$ cat src/rtl/alu_cmd_issuer_if.sv
// Request, response and ALU-side signals of the ALU command issuer.
// master = issuer side, slave = requester/consumer/ALU side.
interface alu_cmd_issuer_if #(
    parameter int NUM_SIZE = 32,
    parameter int CMD_W    = 4
);
    logic                       req_valid;
    logic                       req_ready;
    logic [CMD_W-1:0]           req_cmd;
    logic signed [NUM_SIZE-1:0] req_a;
    logic signed [NUM_SIZE-1:0] req_b;

    logic                       rsp_valid;
    logic                       rsp_ready;
    logic signed [NUM_SIZE-1:0] rsp_data;
    logic                       rsp_err;

    logic                       alu_enable;
    logic [CMD_W-1:0]           alu_cmd;
    logic signed [NUM_SIZE-1:0] alu_in1;
    logic signed [NUM_SIZE-1:0] alu_in2;
    logic                       alu_valid;
    logic signed [NUM_SIZE-1:0] alu_out;

    modport master (
        input  req_valid, req_cmd, req_a, req_b,
        output req_ready,
        output rsp_valid, rsp_data, rsp_err,
        input  rsp_ready,
        output alu_enable, alu_cmd, alu_in1, alu_in2,
        input  alu_valid, alu_out
    );

    modport slave (
        output req_valid, req_cmd, req_a, req_b,
        input  req_ready,
        input  rsp_valid, rsp_data, rsp_err,
        output rsp_ready,
        input  alu_enable, alu_cmd, alu_in1, alu_in2,
        output alu_valid, alu_out
    );
endinterface

$ cat src/rtl/alu_cmd_issuer.sv
// Queues ALU requests, issues them one at a time and returns results in order.
// Define ISSUER_STATS_EN to add the stat_ops/stat_tmo response counters.
module alu_cmd_issuer #(
    parameter int NUM_SIZE   = 32,
    parameter int CMD_W      = 4,
    parameter int FIFO_DEPTH = 4,
    parameter int TIMEOUT    = 15
) (
    input  logic             clk,
    input  logic             reset,
    alu_cmd_issuer_if.master bus,
    output logic             busy
`ifdef ISSUER_STATS_EN
    ,
    output logic [15:0]      stat_ops,
    output logic [15:0]      stat_tmo
`endif
);

    localparam int               PTR_W     = $clog2(FIFO_DEPTH);
    localparam logic [PTR_W:0]   DEPTH_CNT = (PTR_W + 1)'(FIFO_DEPTH);
    localparam logic [7:0]       TMO_LAST  = 8'(TIMEOUT - 1);
    localparam logic [CMD_W-1:0] CMD_NOOP  = '0;

    typedef enum logic [1:0] {
        S_IDLE,
        S_ISSUE,
        S_WAIT,
        S_RESP
    } state_t;

    state_t state, state_nxt;

    logic [CMD_W-1:0]           fifo_cmd [FIFO_DEPTH];
    logic signed [NUM_SIZE-1:0] fifo_a   [FIFO_DEPTH];
    logic signed [NUM_SIZE-1:0] fifo_b   [FIFO_DEPTH];
    logic [PTR_W-1:0]           wr_ptr, rd_ptr;
    logic [PTR_W:0]             count;
    logic                       full, empty, push, pop;

    logic [CMD_W-1:0]           head_cmd;
    logic                       head_noop;

    logic [CMD_W-1:0]           op_cmd;
    logic signed [NUM_SIZE-1:0] op_a, op_b;
    logic signed [NUM_SIZE-1:0] rsp_data_reg;
    logic                       rsp_err_reg;
    logic [7:0]                 tmo_cnt;
    logic                       tmo_hit;

    assign full      = (count == DEPTH_CNT);
    assign empty     = (count == '0);
    assign push      = bus.req_valid && !full;
    assign head_cmd  = fifo_cmd[rd_ptr];
    assign head_noop = (head_cmd == CMD_NOOP);
    assign tmo_hit   = (tmo_cnt == TMO_LAST);

    // Request FIFO: storage is not reset, only pointers and occupancy are.
    always_ff @(posedge clk) begin
        if (push) begin
            fifo_cmd[wr_ptr] <= bus.req_cmd;
            fifo_a[wr_ptr]   <= bus.req_a;
            fifo_b[wr_ptr]   <= bus.req_b;
        end
    end

    always_ff @(posedge clk) begin
        if (reset) begin
            wr_ptr <= '0;
            rd_ptr <= '0;
            count  <= '0;
        end else begin
            if (push) wr_ptr <= wr_ptr + PTR_W'(1);
            if (pop)  rd_ptr <= rd_ptr + PTR_W'(1);
            case ({push, pop})
                2'b10:   count <= count + (PTR_W + 1)'(1);
                2'b01:   count <= count - (PTR_W + 1)'(1);
                default: count <= count;
            endcase
        end
    end

    always_ff @(posedge clk) begin
        if (reset) state <= S_IDLE;
        else       state <= state_nxt;
    end

    always_comb begin
        state_nxt = state;
        pop       = 1'b0;
        case (state)
            S_IDLE: begin
                if (!empty) begin
                    pop       = 1'b1;
                    state_nxt = head_noop ? S_RESP : S_ISSUE;
                end
            end
            S_ISSUE: state_nxt = S_WAIT;
            S_WAIT: begin
                if (bus.alu_valid || tmo_hit) state_nxt = S_RESP;
            end
            S_RESP: begin
                if (bus.rsp_ready) state_nxt = S_IDLE;
            end
            default: state_nxt = S_IDLE;
        endcase
    end

    // Operand/result capture; alu_valid takes priority over an expiring timeout.
    always_ff @(posedge clk) begin
        if (reset) begin
            op_cmd       <= '0;
            op_a         <= '0;
            op_b         <= '0;
            rsp_data_reg <= '0;
            rsp_err_reg  <= 1'b0;
            tmo_cnt      <= '0;
        end else begin
            case (state)
                S_IDLE: begin
                    if (pop) begin
                        if (head_noop) begin
                            rsp_data_reg <= '0;
                            rsp_err_reg  <= 1'b0;
                        end else begin
                            op_cmd <= head_cmd;
                            op_a   <= fifo_a[rd_ptr];
                            op_b   <= fifo_b[rd_ptr];
                        end
                    end
                end
                S_ISSUE: tmo_cnt <= '0;
                S_WAIT: begin
                    if (bus.alu_valid) begin
                        rsp_data_reg <= bus.alu_out;
                        rsp_err_reg  <= 1'b0;
                    end else if (tmo_hit) begin
                        rsp_data_reg <= bus.alu_out;
                        rsp_err_reg  <= 1'b1;
                    end else begin
                        tmo_cnt <= tmo_cnt + 8'd1;
                    end
                end
                default: ;
            endcase
        end
    end

    assign bus.req_ready  = !full;
    assign bus.alu_enable = (state == S_ISSUE) || (state == S_WAIT);
    assign bus.alu_cmd    = op_cmd;
    assign bus.alu_in1    = op_a;
    assign bus.alu_in2    = op_b;
    assign bus.rsp_valid  = (state == S_RESP);
    assign bus.rsp_data   = rsp_data_reg;
    assign bus.rsp_err    = rsp_err_reg;
    assign busy           = !empty || (state != S_IDLE);

`ifdef ISSUER_STATS_EN
    function automatic logic [15:0] sat_inc16(input logic [15:0] v);
        return (v == 16'hFFFF) ? v : v + 16'd1;
    endfunction

    always_ff @(posedge clk) begin
        if (reset) begin
            stat_ops <= '0;
            stat_tmo <= '0;
        end else if (bus.rsp_valid && bus.rsp_ready) begin
            stat_ops <= sat_inc16(stat_ops);
            if (bus.rsp_err) stat_tmo <= sat_inc16(stat_tmo);
        end
    end
`endif

endmodule

$ cat src/flat_wrapper.sv
// flat-port wrapper written by rule: the top's interface ports become plain ports
module alu_cmd_issuer_flat 
#(
    parameter int NUM_SIZE   = 32,
    parameter int CMD_W      = 4,
    parameter int FIFO_DEPTH = 4,
    parameter int TIMEOUT    = 15
)
  (clk, reset, busy, bus_req_valid, bus_req_cmd, bus_req_a, bus_req_b, bus_req_ready, bus_rsp_valid, bus_rsp_data, bus_rsp_err, bus_rsp_ready, bus_alu_enable, bus_alu_cmd, bus_alu_in1, bus_alu_in2, bus_alu_valid, bus_alu_out);
  alu_cmd_issuer_if #(.NUM_SIZE(NUM_SIZE), .CMD_W(CMD_W)) bus_i ();
  input  logic clk;
  input  logic reset;
  output logic busy;
  input wire logic [$bits(bus_i.req_valid)-1:0] bus_req_valid;
  input wire logic [$bits(bus_i.req_cmd)-1:0] bus_req_cmd;
  input wire logic [$bits(bus_i.req_a)-1:0] bus_req_a;
  input wire logic [$bits(bus_i.req_b)-1:0] bus_req_b;
  output wire logic [$bits(bus_i.req_ready)-1:0] bus_req_ready;
  output wire logic [$bits(bus_i.rsp_valid)-1:0] bus_rsp_valid;
  output wire logic [$bits(bus_i.rsp_data)-1:0] bus_rsp_data;
  output wire logic [$bits(bus_i.rsp_err)-1:0] bus_rsp_err;
  input wire logic [$bits(bus_i.rsp_ready)-1:0] bus_rsp_ready;
  output wire logic [$bits(bus_i.alu_enable)-1:0] bus_alu_enable;
  output wire logic [$bits(bus_i.alu_cmd)-1:0] bus_alu_cmd;
  output wire logic [$bits(bus_i.alu_in1)-1:0] bus_alu_in1;
  output wire logic [$bits(bus_i.alu_in2)-1:0] bus_alu_in2;
  input wire logic [$bits(bus_i.alu_valid)-1:0] bus_alu_valid;
  input wire logic [$bits(bus_i.alu_out)-1:0] bus_alu_out;
  assign bus_i.req_valid = bus_req_valid;
  assign bus_i.req_cmd = bus_req_cmd;
  assign bus_i.req_a = bus_req_a;
  assign bus_i.req_b = bus_req_b;
  assign bus_req_ready = bus_i.req_ready;
  assign bus_rsp_valid = bus_i.rsp_valid;
  assign bus_rsp_data = bus_i.rsp_data;
  assign bus_rsp_err = bus_i.rsp_err;
  assign bus_i.rsp_ready = bus_rsp_ready;
  assign bus_alu_enable = bus_i.alu_enable;
  assign bus_alu_cmd = bus_i.alu_cmd;
  assign bus_alu_in1 = bus_i.alu_in1;
  assign bus_alu_in2 = bus_i.alu_in2;
  assign bus_i.alu_valid = bus_alu_valid;
  assign bus_i.alu_out = bus_alu_out;
  alu_cmd_issuer #(.NUM_SIZE(NUM_SIZE), .CMD_W(CMD_W), .FIFO_DEPTH(FIFO_DEPTH), .TIMEOUT(TIMEOUT)) u_core (.clk(clk), .reset(reset), .bus(bus_i), .busy(busy));
endmodule
$ cat config.mk
export PLATFORM = sky130hd
export DESIGN_NAME = alu_cmd_issuer_flat
export DESIGN_NICKNAME = d
export VERILOG_FILES = /design/src/rtl/alu_cmd_issuer_if.sv /design/src/rtl/alu_cmd_issuer.sv /design/src/flat_wrapper.sv
export SDC_FILE = /design/constraint.sdc
export NUM_CORES = 1
export LEC_CHECK = 0
export ABC_CLOCK_PERIOD_IN_PS = 3200
export BUFFER_PORTS_ARGS = -buffer_cell sky130_fd_sc_hd__buf_2
export CORE_MARGIN = 10
export CORE_UTILIZATION = 37
export DETAILED_ROUTE_END_ITERATION = 10
export PLACE_DENSITY = 0.65
export SLEW_MARGIN = 20
export SYNTH_ARGS = -nofsm -noshare
export SYNTH_HDL_FRONTEND = slang
export SYNTH_SLANG_ARGS = --single-unit
$ cat constraint.sdc
create_clock -name clk -period 3.2 [get_ports clk]
set_input_delay 0.48 -clock clk [delete_from_list [all_inputs] [get_ports clk]]
set_output_delay 0.48 -clock clk [all_outputs]
set_load 0.005 [all_outputs]
==> results of run 1 <==
==> cell type report <==
type                            count  area (um^2)
Sequential cell                   392        10580
Clock inverter                     22        304.0
Tap cell                          511        639.4
Fill cell                        3339        20500
Clock buffer                       53         1081
Inverter                            7        26.28
Antenna cell                        3        7.507
Timing Repair Buffer              224         1274
Multi-Input combinational cell    461         3518
==> critical path, stage by stage, from the launching register on <==
cell	delay [ns]
dfxtp_1	0.34
inv_1	0.12
ha_1	0.29
or4b_2	0.65
o21ai_0	0.21
a211o_1	0.85
nand2_1	0.13
a21oi_1	0.17
==> per-stage QoR <==
step                      util (%)  hold slack, ns  power [uW]  area, um^2  cells
after floorplan                  -          0.4483        9372       14310    912
after global placement       42.27          0.4354       10870       16040   1595
after detailed placement     42.27          0.4399       10940       16040   1595
after CTS                    45.92          0.1059       15880       17420   1670
after global routing         45.93          0.1203       16500       17420   1671
final                        45.94          0.1387       15600       17430   1673
==> how the worst max path moves through the flow <==
stage               startpoint                       to  slack (ns)  depth (start not counted)
2_1_floorplan  u_core.count[0]      u_core.fifo_a[0][0]        0.51                          3
3_3_place_gp          register  u_core.bus.rsp_data[21]        0.45                          5
3_5_place_dp   u_core.state[0]  u_core.bus.rsp_data[13]        0.39                          7
4_1_cts        u_core.state[0]  u_core.bus.rsp_data[13]        0.35                          7
5_1_grt        u_core.state[0]  u_core.bus.rsp_data[10]        0.09                          7
6_report       u_core.state[0]       u_core.bus.rsp_err        0.36                          7
==> cells by family after synthesis <==
group           after synthesis
flops                       392
simple gates                246
fa+ha+maj                    13
compound gates              122
xor+xnor                     11
mux                          69
buf+inv                      59
==> Yosys cell counts <==
master	number
a211o_1	1
nand2_1	173
and3_1	5
fa_1	1
o31a_1	1
a211oi_4	1
or4b_2	1
and2_1	3
a31oi_1	1
xnor2_1	6
buf_6	3
buf_1	6
o2111ai_1	1
a211oi_1	4
nor4_1	1
a31o_2	1
mux2i_1	1
inv_1	7
o211ai_1	1
edfxtp_1	272
dfxtp_1	120
or3_1	1
nand2b_1	5
clkbuf_1	36
o21ai_0	3
a21oi_1	105
nor2_1	21
mux4_2	68
or4_4	1
xor2_1	5
o21bai_1	1
nor2b_1	1
nand3_1	34
a22oi_1	2
ha_1	12
buf_2	7
==> routing by layer <==
layer | vias up | track usage [%] | wire length, um
met5 | - | 0 | 76
met4 | 12 | 4.381 | 682
met3 | 65 | 4.206 | 2543
met2 | 244 | 21.94 | 15240
met1 | 3991 | 16.89 | 13610
li1 | 3840 | - | -
==> where the power goes <==
group | total [uW] | switching [uW] | internal [uW]
clock network | 4890 | 1930 | 2970
logic | 3980 | 2290 | 1690
registers | 6730 | 432 | 6300
total | 15600 | 4650 | 11000
==> flow_summary.json, run 1 <==
{
  "synth_area_leader_cell": "edfxtp_1",
  "cts_max_level": 2,
  "antenna_found_initial": 9,
  "die-area_um2": 46950,
  "insertion_delay_ns": 0.55,
  "worst_slew_pin_slew_ns": 1.032,
  "dp_hpwl_mm": 19.80,
  "cp-start-kind": "register",
  "worstSetupPathType": "register to register",
  "port_buffers": 209,
  "initial_core_util_pct": 37.73,
  "grt_max_degree": 63,
  "worstHoldStart": "bus_req_a[9]",
  "die_w_um": 216.7,
  "p_leak_uw": 0.006155,
  "grt_usage_pct": 13.51,
  "r2r-start": "u_core.state[0]",
  "layout_commonest_cell": "edfxtp_1",
  "critPathRequiredTime_ns": 3.66,
  "overflow": 0,
  "wl_per_cell_um": 19.22,
  "hold_violations": 0,
  "drt-pass1-iter-count": 4,
  "power_density_nw_per_um2": 895.2,
  "setup_total_negative_slack_ns": 0,
  "clock-sinks": 392,
  "setup_ws_ns": 0.3629,
  "synth_compound_area_share_pct": 4.625,
  "ys_types": 36,
  "drive_above_1_share_pct": 31.49,
  "dpl_worst_slack_ns": 0.3853,
  "syn_nets": 1030,
  "timing.rr.end": "u_core.bus.rsp_err",
  "crit_fanout": 33,
  "synthMuxAreaShare_pct": 10.77,
  "vias": 8152,
  "critPathArrivalTime_ns": 3.30,
  "slew_headroom_pct": 31.18,
  "drtIter0Drc": 612,
  "io_pins": 210,
  "largestRegisters": "u_core.fifo_a x128, u_core.fifo_b x128",
  "status": "completed",
  "fin_skew_ns": 0.01907,
  "clkTransAtPathRegs_ns": 0.06,
  "post_cts_buffers": 0,
  "rrSetupSlack_ns": 0.36,
  "setup_violations": 0,
  "final_nets": 1245,
  "ctsHoldBuffers": 0,
  "report.final.slew_viol_count": 0,
  "synth.area.top_cells": "edfxtp_1, dfxtp_1, mux4_2",
  "synthCells": 912,
  "synth_top_family_by_area": "multiplexers",
  "hp-class": "input pin to register",
  "core-area_um2": 37930,
  "cts_tree": "built",
  "syn_to_final_growth_pct": 21.77,
  "ir_drop_mv": 0.4862,
  "cts_resized": 0,
  "clockRootBuffer": "clkbuf_16",
  "gp_congestion": 0.7705,
  "synth-simple-area-share_pct": 7.125,
  "clk_path_buf_depth": 3,
  "holdPathEnd": "u_core.fifo_a[3][9]",
  "fmax_mhz": 352.5,
  "end_kind": "register",
  "synth-seq-cells": 392,
  "syn_avg_cell_area_um2": 15.69,
  "ant_nets": 0,
  "viasPerCell": 4.873,
  "max_cap_violations": 0,
  "grt_pass1_vias": 8517,
  "yosysWarnings": 0,
  "rsz0062_at_grt": "false",
  "synth_xor_area_share_pct": 0.6731,
  "finalWirelength_mm": 32.15,
  "post-route-period-util_pct": 88.66,
  "whs_path_depth": 1,
  "syn_area_um2": 14310,
  "cts-buffers-inserted": 41,
  "layout_common_cells": "edfxtp_1, buf_2, nand2_1",
  "grt_pass1_wl_mm": 49.56,
  "synth_fa_ha_area_share_pct": 1.189,
  "yosysSeqAreaShare_pct": 73.85,
  "period_minus_slack_ns": 2.837,
  "yosysTopAreaCellShare_pct": 57.07,
  "std_cell_rows": 71,
  "drc": 0,
  "reg2reg_depth": 7,
  "die_y_um": 216.7
}
(Power assumes the default switching activity.)
==> inputs of run 2 (changes only) <==
ABC_CLOCK_PERIOD_IN_PS = 3500   (was 3200)
REMOVE_ABC_BUFFERS = 1   (was unset)
clock period = 3.5 ns   (was 3.2 ns; I/O delays follow)
==> flow_summary.json, run 2 (synthesis results as in run 1) <==
{
  "status": "completed",
  "slew_headroom_pct": 30.22,
  "port_buffers": 209,
  "clk_path_buf_depth": 3,
  "cts_resized": 0,
  "fin_skew_ns": 0.01949,
  "end_kind": "register",
  "power_density_nw_per_um2": 814.2,
  "worst_slew_pin_slew_ns": 1.047,
  "overflow": 0,
  "finalWirelength_mm": 33.26,
  "io_pins": 210,
  "largestRegisters": "u_core.fifo_a x128, u_core.fifo_b x128",
  "core-area_um2": 37930,
  "critPathArrivalTime_ns": 3.34,
  "diodes": 0,
  "layout_common_cells": "edfxtp_1, buf_2, nand2_1",
  "drive_above_1_share_pct": 31.81,
  "cts-buffers-inserted": 41,
  "fmax_mhz": 348.6,
  "register_area_um2": 10580,
  "clkTransAtPathRegs_ns": 0.06,
  "ir_drop_mv": 0.5959,
  "grt_pass1_vias": 8747,
  "crit_chain": "inv_1, ha_1, or4b_2, o21ai_0, a211o_1, nand2_1, a21oi_1",
  "cp_top_family": "compound AO/OA/AOI/OAI gates",
  "clockRootBuffer": "clkbuf_16",
  "cts_tree": "built",
  "cp-start-kind": "register",
  "worstSetupPathType": "register to register",
  "drt-pass1-iter-count": 5,
  "slowest_delay_ns": 0.86,
  "grt_usage_pct": 14.13,
  "initial_core_util_pct": 37.73,
  "cp_slowest_cell": "a211o_1",
  "fin_cells": 1671,
  "hold_violations": 0,
  "final_nets": 1245,
  "setup_total_negative_slack_ns": 0,
  "crit_fanout": 33,
  "rsz0062_at_grt": "false",
  "std_cell_rows": 71,
  "post_cts_buffers": 0,
  "insertion_delay_ns": 0.56,
  "antenna_found_initial": 6,
  "gp_congestion": 0.7568,
  "cts_max_level": 2,
  "vias": 8278,
  "multi_input_area_um2": 3520,
  "max_cap_violations": 0,
  "period_minus_slack_ns": 2.869,
  "die-area_um2": 46950,
  "setup_violations": 0,
  "layout_commonest_cell": "edfxtp_1",
  "drtIter0Drc": 478,
  "report.final.slew_viol_count": 0,
  "viasPerCell": 4.954,
  "critPathRequiredTime_ns": 3.97,
  "nFillCells": 3377,
  "grt_max_degree": 69,
  "ctsHoldBuffers": 0,
  "critPathBufInv": 1,
  "hp-class": "input pin to register",
  "die_y_um": 216.7,
  "p_leak_uw": 0.006153,
  "grt_pass1_wl_mm": 51.72,
  "finalCoreUtilization_pct": 45.77,
  "die_w_um": 216.7,
  "syn_to_final_growth_pct": 21.30,
  "clock-sinks": 392,
  "dp_hpwl_mm": 19.96,
  "placed_cells": 1595,
  "ant_nets": 0,
  "drc": 0,
  "post-route-period-util_pct": 81.97,
  "wl_per_cell_um": 19.91
}
==> run 2: cell count changes in the layout (fill, tap and decap cells not counted), sizes merged <==
cell,change
bufinv,-3
clkbuf,+1
clkinv,+5
clkinvlp,-2
diode,-3
==> run 2: routing by layer <==
metal / track usage (%) / wire length (um)
met5: 0 / 82
met4: 4.218 / 610
met3: 4.652 / 2453
met2: 23.28 / 15840
met1: 17.36 / 14280
==> run 2: stage by stage <==
step / total power, uW / hold slack [ns] / setup slack (ns) / cell area (um^2)
floorplan: 8472 / 0.4422 / -0.1908 / 14090
global placement: 9920 / 0.4357 / 0.7294 / 16000
detailed placement: 9983 / 0.4408 / 0.6791 / 16000
CTS: 14400 / 0.1311 / 0.5853 / 17360
global route: 14930 / 0.1510 / 0.4007 / 17360
finish: 14140 / 0.1750 / 0.6312 / 17360
==> run 2: area by class of cell <==
cell class / instances / area share [%]
clock buffers: 54 / 6.421
clock inverters: 22 / 1.427
inverters: 7 / 0.1513
multi-input cells: 461 / 20.27
flip-flops and latches: 392 / 60.92
well taps: 511 / 3.683
repair buffers: 224 / 7.120
==> run 2: worst paths after layout <==
path                           start  slack (ns)                      end  depth (start not counted)
min                    bus_req_b[13]        0.18     u_core.fifo_b[1][13]                          1
min reg2reg  u_core.bus.rsp_data[18]        0.45  u_core.bus.rsp_data[18]                          2
max reg2reg          u_core.state[1]        0.63  u_core.bus.rsp_data[16]                          7
max                  u_core.state[1]        0.63  u_core.bus.rsp_data[16]                          7
==> run 2: report_power, final <==
group / total, uW / leakage (uW) / internal (uW) / switching [uW]
Sequential: 6240 / 0.00347 / 5760 / 481
Combinational: 3540 / 0.00201 / 1500 / 2040
Clock: 4360 / 0.000671 / 2570 / 1790
==> inputs of run 3 (changes only) <==
ABC_CLOCK_PERIOD_IN_PS = 3000   (was 3500)
clock period = 3 ns   (was 3.5 ns; I/O delays follow)
==> flow_summary.json, run 3 (synthesis results as in run 1) <==
{
  "status": "completed",
  "clockRootBuffer": "clkbuf_16",
  "grt_pass1_vias": 8612,
  "post-route-period-util_pct": 87.30,
  "crit_fanout": 33,
  "antenna_found_initial": 7,
  "syn_to_final_growth_pct": 22.49,
  "max_cap_violations": 0,
  "period_minus_slack_ns": 2.619,
  "ctsHoldBuffers": 0,
  "slew_headroom_pct": 39.05,
  "setup_violations": 0,
  "cp-start-kind": "register",
  "gp_congestion": 0.7625,
  "die_w_um": 216.7,
  "die_y_um": 216.7,
  "setup_ws_ns": 0.3811,
  "p_comb_share_pct": 25.4,
  "p_clk_share_pct": 31.5,
  "insertion_delay_ns": 0.56,
  "ant_nets": 0,
  "viasPerCell": 4.926,
  "fin_skew_ns": 0.01853,
  "timing.rr.end": "u_core.bus.rsp_data[19]",
  "worst_slew_pin_slew_ns": 0.9143,
  "clk_path_buf_depth": 3,
  "power_density_nw_per_um2": 959.3,
  "p_leak_uw": 0.006232,
  "drc": 0,
  "std_cell_rows": 71,
  "grt_max_degree": 69,
  "overflow": 0,
  "core-area_um2": 37930,
  "drive_above_1_share_pct": 32.31,
  "internal-power_uw": 11800,
  "swShare_pct": 29.83,
  "cts_tree": "built",
  "dpl_worst_slack_ns": 0.4011,
  "grt_pass1_wl_mm": 50.58,
  "clkTransAtPathRegs_ns": 0.06,
  "reg2reg_depth": 6,
  "dp_hpwl_mm": 20.46,
  "holdPathEnd": "u_core.fifo_b[3][13]",
  "initial_core_util_pct": 37.73,
  "port_buffers": 209,
  "critPathArrivalTime_ns": 3.09,
  "layout_common_cells": "edfxtp_1, buf_2, nand2_1",
  "switchingPower_uw": 5017,
  "end_kind": "register",
  "pwr-share-seq_pct": 43.1,
  "ir_drop_mv": 0.6591,
  "whs_path_depth": 1,
  "finalWirelength_mm": 32.91,
  "grt_usage_pct": 13.85,
  "rrSetupSlack_ns": 0.38,
  "final_nets": 1253,
  "post_cts_buffers": 0,
  "hold_violations": 0,
  "layout_commonest_cell": "edfxtp_1",
  "crit_chain": "mux4_2, or4_4, a211oi_4, buf_4, nand3_1, a21oi_1",
  "place_area_um2": 16080,
  "drt-pass1-iter-count": 4,
  "slowest_delay_ns": 0.61,
  "report.final.slew_viol_count": 0,
  "drtIter0Drc": 574,
  "die-area_um2": 46950,
  "io_pins": 210,
  "total_power_uw": 16820,
  "hp-class": "input pin to register",
  "cp_slowest_cell": "or4_4",
  "clock-sinks": 392,
  "critPathRequiredTime_ns": 3.47,
  "cts-buffers-inserted": 41,
  "cts_max_level": 2,
  "cts_resized": 0,
  "vias": 8271,
  "wl_per_cell_um": 19.60,
  "fin_hold_ws_ns": 0.09624,
  "rsz0062_at_grt": "false",
  "finalCoreUtilization_pct": 46.22,
  "worstHoldStart": "bus_req_b[13]",
  "largestRegisters": "u_core.fifo_a x128, u_core.fifo_b x128",
  "fin_area_um2": 17530,
  "worstSetupPathType": "register to register",
  "fmax_mhz": 381.8
}
run 3: power groups by stage:
| stage | Sequential, uW | Combinational (uW) | Clock, uW |
|---|---|---|---|
| after floorplan | 7420 | 2470 | 0 |
| after global placement | 7350 | 4320 | 0 |
| after detailed placement | 7380 | 4390 | 0 |
| after CTS | 7280 | 4390 | 5460 |
| after global routing | 7360 | 4740 | 5650 |
| final | 7250 | 4270 | 5300 |
run 3: layout make-up:
type	instances	area [um^2]
multi-input combinational	461	3520
fill	3316	20400
clock inverter	16	239.0
sequential	392	10580
timing repair buffer	232	1321
antenna	1	2.502
tap	511	639.4
inverter	7	26.28
clock buffer	59	1206
run 3: routing by layer:
metal | GRT usage [%] | up-vias | wire [um]
li1 | - | 3861 | -
met1 | 16.95 | 4111 | 14160
met2 | 22.84 | 228 | 15620
met3 | 4.415 | 59 | 2393
met4 | 4.521 | 12 | 651
met5 | 0 | - | 83
run 3: critical path: cells and delay by family (launching register included):
kind | cells | cell delay, ns
and+or+nand+nor | 2 | 0.75
muxes | 1 | 0.55
DFF | 1 | 0.45
AOI/OAI and AO/OA | 2 | 0.42
buffers and inverters | 1 | 0.35
run 3: through the flow:
| step | cells | TNS [ns] |
|---|---|---|
| floorplan | 860 | -45.33 |
| global placement | 1603 | 0 |
| detailed placement | 1603 | 0 |
| CTS | 1678 | 0 |
| global route | 1679 | 0 |
| finish | 1679 | 0 |
run 3: worst max path at each step:
stage,from,to,slack (ns),cells past startpoint
finish,register,u_core.bus.rsp_data[19],0.38,6
global placement,register,u_core.bus.rsp_data[22],0.45,6
floorplan,u_core.rd_ptr[0],u_core.bus.alu_in1[0],-0.69,3
global route,register,u_core.bus.rsp_data[19],0.22,6
CTS,register,u_core.bus.rsp_data[19],0.35,6
detailed placement,register,u_core.bus.rsp_data[11],0.40,6
